===== src/rtl/vid_pkg.sv =====
// Shared types for the video test-frame source: FSM states and test-pattern codes.
`timescale 1ns/1ps
package vid_pkg;

  typedef enum logic [2:0] {
    IDLE   = 3'd0,
    FRONT  = 3'd1,
    LEAD   = 3'd2,
    ACTIVE = 3'd3,
    TAIL   = 3'd4
  } state_e;

  typedef enum logic [1:0] {
    PAT_HRAMP = 2'd0,
    PAT_VRAMP = 2'd1,
    PAT_CHECK = 2'd2,
    PAT_MOVE  = 2'd3
  } pat_e;

endpackage


===== src/rtl/video_stream_gen_if.sv =====
// Frame-timing and pixel bus between the frame source and the gray/RAW processing chain.
`timescale 1ns/1ps
interface video_stream_gen_if;
  logic       post_frame_vsync;
  logic       post_frame_href;
  logic [7:0] post_img_RAW;

  modport master (output post_frame_vsync, output post_frame_href, output post_img_RAW);
  modport slave  (input  post_frame_vsync, input  post_frame_href, input  post_img_RAW);
endinterface


===== src/rtl/vid_pattern_gen.sv =====
// Combinational test-pattern lookup: pixel position, frame count and pattern code -> 8-bit pixel.
`timescale 1ns/1ps
module vid_pattern_gen
  import vid_pkg::*;
(
  input  logic [7:0] x,
  input  logic [7:0] y,
  input  logic [7:0] frame_cnt,
  input  pat_e       pattern,
  output logic [7:0] pixel
);

  always_comb begin
    pixel = 8'h00;
    case (pattern)
      PAT_HRAMP: pixel = x;
      PAT_VRAMP: pixel = y;
      PAT_CHECK: pixel = (x[3] ^ y[3]) ? 8'hFF : 8'h00;
      PAT_MOVE:  pixel = x + frame_cnt;
      default:   pixel = 8'h00;
    endcase
  end

endmodule


===== src/rtl/video_stream_gen.sv =====
// Camera-replacement frame source: vsync/href timing FSM plus registered test-pattern pixels.
`timescale 1ns/1ps
module video_stream_gen
  import vid_pkg::*;
#(
  parameter logic [10:0] IMG_HDISP = 11'd640,
  parameter logic [10:0] IMG_VDISP = 11'd480,
  parameter logic [10:0] H_BLANK   = 11'd160,
  parameter logic [15:0] V_FRONT   = 16'd800,
  parameter logic [15:0] V_LEAD    = 16'd800,
  parameter logic [15:0] V_TAIL    = 16'd800
) (
  input  logic                 clk,
  input  logic                 rst_n,
  input  logic                 enable,
  input  logic [1:0]           pattern_sel,
  video_stream_gen_if.master   vid,
  output logic                 frame_done,
  output logic [7:0]           frame_cnt
);

  state_e      state_q, state_d;
  logic [15:0] phase_q, phase_d;
  logic [10:0] x_q, x_d, y_q, y_d, hb_q, hb_d;
  logic        blank_q, blank_d;
  logic        done_d, href_d;
  pat_e        pat_q;
  logic [7:0]  pix_p0;

  always_ff @(posedge clk or negedge rst_n) begin
    if (!rst_n) state_q <= IDLE;
    else        state_q <= state_d;
  end

  // Outputs are decoded from the next-state values so that the registered
  // vsync/href/pixel line up exactly with the state they describe.
  always_comb begin
    state_d = state_q;
    phase_d = phase_q;
    x_d     = x_q;
    y_d     = y_q;
    hb_d    = hb_q;
    blank_d = blank_q;
    done_d  = 1'b0;
    case (state_q)
      IDLE: begin
        if (enable) begin
          state_d = FRONT;
          phase_d = '0;
        end
      end
      FRONT: begin
        if (phase_q == V_FRONT - 16'd1) begin
          state_d = LEAD;
          phase_d = '0;
        end else phase_d = phase_q + 16'd1;
      end
      LEAD: begin
        if (phase_q == V_LEAD - 16'd1) begin
          state_d = ACTIVE;
          phase_d = '0;
          x_d     = '0;
          y_d     = '0;
          hb_d    = '0;
          blank_d = 1'b0;
        end else phase_d = phase_q + 16'd1;
      end
      ACTIVE: begin
        if (!blank_q) begin
          if (x_q == IMG_HDISP - 11'd1) begin
            blank_d = 1'b1;
            hb_d    = '0;
            x_d     = '0;
          end else x_d = x_q + 11'd1;
        end else if (hb_q == H_BLANK - 11'd1) begin
          blank_d = 1'b0;
          hb_d    = '0;
          if (y_q == IMG_VDISP - 11'd1) begin
            state_d = TAIL;
            y_d     = '0;
            phase_d = '0;
          end else y_d = y_q + 11'd1;
        end else hb_d = hb_q + 11'd1;
      end
      TAIL: begin
        if (phase_q == V_TAIL - 16'd1) begin
          state_d = enable ? FRONT : IDLE;
          phase_d = '0;
          done_d  = 1'b1;
        end else phase_d = phase_q + 16'd1;
      end
      default: state_d = IDLE;
    endcase
  end

  assign href_d = (state_d == ACTIVE) && !blank_d;

  vid_pattern_gen u_pat (
    .x         (x_d[7:0]),
    .y         (y_d[7:0]),
    .frame_cnt (frame_cnt),
    .pattern   (pat_q),
    .pixel     (pix_p0)
  );

  // Register boundary: counters, latched pattern and all outputs.
  always_ff @(posedge clk or negedge rst_n) begin
    if (!rst_n) begin
      phase_q              <= '0;
      x_q                  <= '0;
      y_q                  <= '0;
      hb_q                 <= '0;
      blank_q              <= 1'b0;
      pat_q                <= PAT_HRAMP;
      vid.post_frame_vsync <= 1'b0;
      vid.post_frame_href  <= 1'b0;
      vid.post_img_RAW     <= 8'h00;
      frame_done           <= 1'b0;
      frame_cnt            <= 8'h00;
    end else begin
      phase_q <= phase_d;
      x_q     <= x_d;
      y_q     <= y_d;
      hb_q    <= hb_d;
      blank_q <= blank_d;
      if (state_q == FRONT && state_d == LEAD) pat_q <= pat_e'(pattern_sel);
      vid.post_frame_vsync <= (state_d == LEAD) || (state_d == ACTIVE) || (state_d == TAIL);
      vid.post_frame_href  <= href_d;
      vid.post_img_RAW     <= href_d ? pix_p0 : 8'h00;
      frame_done           <= done_d;
      if (done_d) frame_cnt <= frame_cnt + 8'd1;
    end
  end

endmodule

===== src/flat_wrapper.sv =====
// flat-port wrapper written by rule: the top's interface ports become plain ports
module video_stream_gen_flat import vid_pkg::*;
#(
  parameter logic [10:0] IMG_HDISP = 11'd640,
  parameter logic [10:0] IMG_VDISP = 11'd480,
  parameter logic [10:0] H_BLANK   = 11'd160,
  parameter logic [15:0] V_FRONT   = 16'd800,
  parameter logic [15:0] V_LEAD    = 16'd800,
  parameter logic [15:0] V_TAIL    = 16'd800
)
  (clk, rst_n, enable, pattern_sel, frame_done, frame_cnt, vid_post_frame_vsync, vid_post_frame_href, vid_post_img_RAW);
  video_stream_gen_if vid_i ();
  input  logic clk;
  input  logic rst_n;
  input  logic enable;
  input  logic [1:0] pattern_sel;
  output logic frame_done;
  output logic [7:0] frame_cnt;
  output wire logic [$bits(vid_i.post_frame_vsync)-1:0] vid_post_frame_vsync;
  output wire logic [$bits(vid_i.post_frame_href)-1:0] vid_post_frame_href;
  output wire logic [$bits(vid_i.post_img_RAW)-1:0] vid_post_img_RAW;
  assign vid_post_frame_vsync = vid_i.post_frame_vsync;
  assign vid_post_frame_href = vid_i.post_frame_href;
  assign vid_post_img_RAW = vid_i.post_img_RAW;
  video_stream_gen #(.IMG_HDISP(IMG_HDISP), .IMG_VDISP(IMG_VDISP), .H_BLANK(H_BLANK), .V_FRONT(V_FRONT), .V_LEAD(V_LEAD), .V_TAIL(V_TAIL)) u_core (.clk(clk), .rst_n(rst_n), .enable(enable), .pattern_sel(pattern_sel), .vid(vid_i), .frame_done(frame_done), .frame_cnt(frame_cnt));
endmodule

===== config.mk =====
export PLATFORM = sky130hd
export DESIGN_NAME = video_stream_gen_flat
export DESIGN_NICKNAME = d
export VERILOG_FILES = /design/src/rtl/vid_pkg.sv /design/src/rtl/video_stream_gen_if.sv /design/src/rtl/vid_pattern_gen.sv /design/src/rtl/video_stream_gen.sv /design/src/flat_wrapper.sv
export SDC_FILE = /design/constraint.sdc
export NUM_CORES = 1
export LEC_CHECK = 0
export BUFFER_PORTS_ARGS = -buffer_cell sky130_fd_sc_hd__buf_4
export CORE_ASPECT_RATIO = 0.6
export CORE_MARGIN = 1.5
export CORE_UTILIZATION = 61
export CTS_BUF_LIST = sky130_fd_sc_hd__clkbuf_8 sky130_fd_sc_hd__clkbuf_16
export DETAILED_ROUTE_END_ITERATION = 12
export GPL_ROUTABILITY_DRIVEN = 0
export GPL_TIMING_DRIVEN = 0
export HOLD_SLACK_MARGIN = 0.15
export PLACE_DENSITY = 0.79
export REMOVE_ABC_BUFFERS = 1
export SETUP_SLACK_MARGIN = 0.05
export SLEW_MARGIN = 15
export SYNTH_ARGS = -nofsm -noshare
export SYNTH_HDL_FRONTEND = slang
export SYNTH_SLANG_ARGS = --single-unit

===== constraint.sdc =====
create_clock -name clk -period 4.5 [get_ports clk]
set_input_delay 0.45 -clock clk [delete_from_list [all_inputs] [get_ports clk]]
set_output_delay 0.45 -clock clk [all_outputs]
set_load 0.02 [all_outputs]

==> impl_metrics.toml <==
[status]
outcome = "complete, no violations"

[worst_setup_path]
rrSetupSlack_ps = 230
worst_path_max_delay_cell = "or4b_2"
crit_fanout = 6
arrival_ps = 4510
max_stage_delay_ps = 640
rr_endpoint = "u_core.vid.post_img_RAW[7]$_DFF_PN0_"
cp-end-kind = "flip-flop"
r2r_start = "u_core.phase_q[10]$_DFFE_PN0P_"
crit_required_ps = 4740
start_kind = "flip-flop"
critical_path_class = "flip-flop to flip-flop"
r2r_cells = 12
crit_chain = "or4b_4 -> or4_4 -> a21oi_4 -> a21boi_1 -> or2_2 -> ha_1 -> a211oi_2 -> o21bai_1 -> a21oi_2 -> o21ai_0 -> or4b_2 -> a311oi_2"

[clocking]
htreeDepth = 3
cts_made_buffers = 9
cts_sinks = 74
clockBufferDepth = 2
clock_latency_ps = 340
cts_tree = "done"
cts_hold_buf = 0
root_buffer = "clkbuf_16"
cts.clk_slew.worst_paths_ps = 60

[final_layout]
post-route-util_pct = 71.8
layout.cells.non_filler = 639
nNetsFinal = 548
final_cell_mix = "dfrtp_1, o21ai_0, nand2_1"
area_growth_syn_to_layout_pct = 13.4
drive_gt1_share_pct = 14.0
mostFrequentLayoutCell = "dfrtp_1"
diodes = 0

[detailed_routing]
wl_mm = 12.4
dr_total_vias = 4378
drcViolationCount = 0
ant_nets = 0
viasPerCell = 6.85
dr.pass1.iters = 8
drt-wirelength-per-cell_um = 19.3
drtIter0Drc = 498

[yosys]
postSynthCellCount = 510
synth_seq_area_share_pct = 40.1
synth_edf_count = 0
synthFlopType = "dfrtp_1"
syn_area_per_cell_um2 = 9.06
yosys.area.top_type = "dfrtp_1"
yosysTopAreaCellShare_pct = 40.1
ys_ff_latch = 74
yosys-top-cells-area = "dfrtp_1, o21ai_0, nand2_1, ha_1, nor2_1"
synthArstFlopShare_pct = 100
synth_area_um2 = 4620
synth_warnings = 0
ys_types = 73

[power_and_ir_drop]
p_leak_nw = 2.29
seqPwrFrac_pct = 45.9
swShare_pct = 20.6
vdd.ir_drop.worst_mv = 0.182
power_mw = 1.45
p_switching_uw = 298
p_per_area_nw_per_um2 = 277
pwr-share-comb_pct = 1.1
clkPwrFrac_pct = 53.0
p_int_mw = 1.15

[timing]
min_period_over_period_pct = 94.8
hold_viol = 0
min_period_ps = 4270
finalHoldWorstSlack_ps = 253
finalClockSkew_ps = 7.27
drv_slew = 0
worst_slew_pin_slew_ps = 945
fmax_mhz = 234
rsz0062_at_grt = "false"
setup_viol = 0
maxSlewHeadroom_pct = 37.0
setup_tns_ps = 0

[die]
core_area_um2 = 7300
chipHeight_um = 70.4
fp-row-count = 24
initial_core_util_pct = 63.3
die_area_um2 = 8120
die_w_um = 115
ios = 24

[placed_design]
dp_hpwl_mm = 8.67
io_buffers = 23
dp_cells = 621

[grt]
grt-ovfl-total = 0
grt_pass1_wl_mm = 20.3
grt_pass1_vias = 3977
grt_max_degree = 75
grt_use_total_pct = 32.7
antenna_found_initial = 0

[min_path]
hp-class = "input pin to async pin"

[run]
drv_cap = 0
-- power by group through the flow --
stage,registers (mW),logic [mW],clock network [mW]
2_1_floorplan,0.678,0.000429,0
3_3_place_gp,0.678,0.0167,0
3_5_place_dp,0.678,0.0170,0
4_1_cts,0.666,0.0170,0.771
5_1_grt,0.665,0.0189,0.804
6_report,0.666,0.0160,0.768
-- worst max path at each step --
| stage | startpoint | to | slack [ps] | depth (start not counted) |
|---|---|---|---|---|
| 6_report | u_core.phase_q[10]$_DFFE_PN0P_ | u_core.vid.post_img_RAW[7]$_DFF_PN0_ | 230 | 12 |
| 5_1_grt | u_core.phase_q[6]$_DFFE_PN0P_ | u_core.vid.post_img_RAW[7]$_DFF_PN0_ | 70 | 12 |
| 4_1_cts | u_core.phase_q[6]$_DFFE_PN0P_ | u_core.vid.post_img_RAW[7]$_DFF_PN0_ | 60 | 12 |
| 2_1_floorplan | u_core.phase_q[6]$_DFFE_PN0P_ | u_core.vid.post_img_RAW[7]$_DFF_PN0_ | 410 | 12 |
| 3_5_place_dp | u_core.phase_q[6]$_DFFE_PN0P_ | u_core.vid.post_img_RAW[7]$_DFF_PN0_ | -170 | 12 |
| 3_3_place_gp | u_core.phase_q[6]$_DFFE_PN0P_ | u_core.vid.post_img_RAW[7]$_DFF_PN0_ | -80 | 12 |
-- Yosys cell counts, types with 5 or more instances --
cell type and instances:
and3_1 13, o21bai_1 5, o21ai_0 54, o211ai_1 13
dfrtp_1 74, nand3_1 19, a211oi_1 8, ha_1 12
inv_1 13, or3_1 7, nand2b_1 5, nand2_1 51
clkbuf_1 15, nor2_1 30, nor3_1 10, a21oi_1 18
o21a_1 9, nor4_1 7, xnor2_1 8, o31ai_1 12
a31oi_1 5, nand4_1 15, and4_1 5, nor2b_1 5
or2_2 10
-- per-stage QoR --
stage	area (um^2)	worst slack [ps]
2_1_floorplan	4540	413
3_3_place_gp	4850	-76.7
3_5_place_dp	4870	-175
4_1_cts	5200	60.4
5_1_grt	5240	65.0
6_report	5240	232
-- state kept, by name (all words and copies together) (netlist names) --
signal,flops
u_core.blank_q,1
u_core.frame_cnt,8
u_core.frame_done,1
u_core.hb_q,11
u_core.pat_q,2
u_core.phase_q,16
u_core.state_q,3
u_core.vid.post_frame_href,1
u_core.vid.post_frame_vsync,1
u_core.vid.post_img_RAW,8
u_core.x_q,11
u_core.y_q,11
-- cell type report --
type / instances / area [um^2]
Clock buffer: 9 / 225
Tap cell: 104 / 130
Inverter: 14 / 52.6
Sequential cell: 74 / 1850
Timing Repair Buffer: 27 / 203
Multi-Input combinational cell: 404 / 2680
Fill cell: 553 / 2060
Clock inverter: 7 / 93.8
-- logic make-up after synthesis --
group,Yosys count,synth area share (%)
adder cells (fa/ha/maj),13,3.68
AND/OR/NAND/NOR,210,25.9
multiplexers,4,0.867
buffers and inverters,32,2.76
AO/OA/AOI/OAI,165,24.4
flip-flops,74,40.1
XOR/XNOR,12,2.28
-- metal layers --
metal / global-route usage [%] / wire length (um)
met5: 0 / 0
met4: 10.2 / 163
met3: 8.16 / 1210
met2: 44.9 / 5250
met1: 50.1 / 5740
-- timing repair --
action	4_1_cts	5_1_grt
setup endpoints to repair	2	2
pin swaps	0	2
resized for setup	4	6
setup buffers	0	2
-- critical path: cells and delay by family (launching register included) --
| family | cells | cell delay, ps |
|---|---|---|
| and+or+nand+nor | 4 | 2110 |
| AOI/OAI and AO/OA | 7 | 1360 |
| DFF | 1 | 440 |
| adders and majority gates | 1 | 250 |
Note: power is estimated with default switching activity, not from simulation.
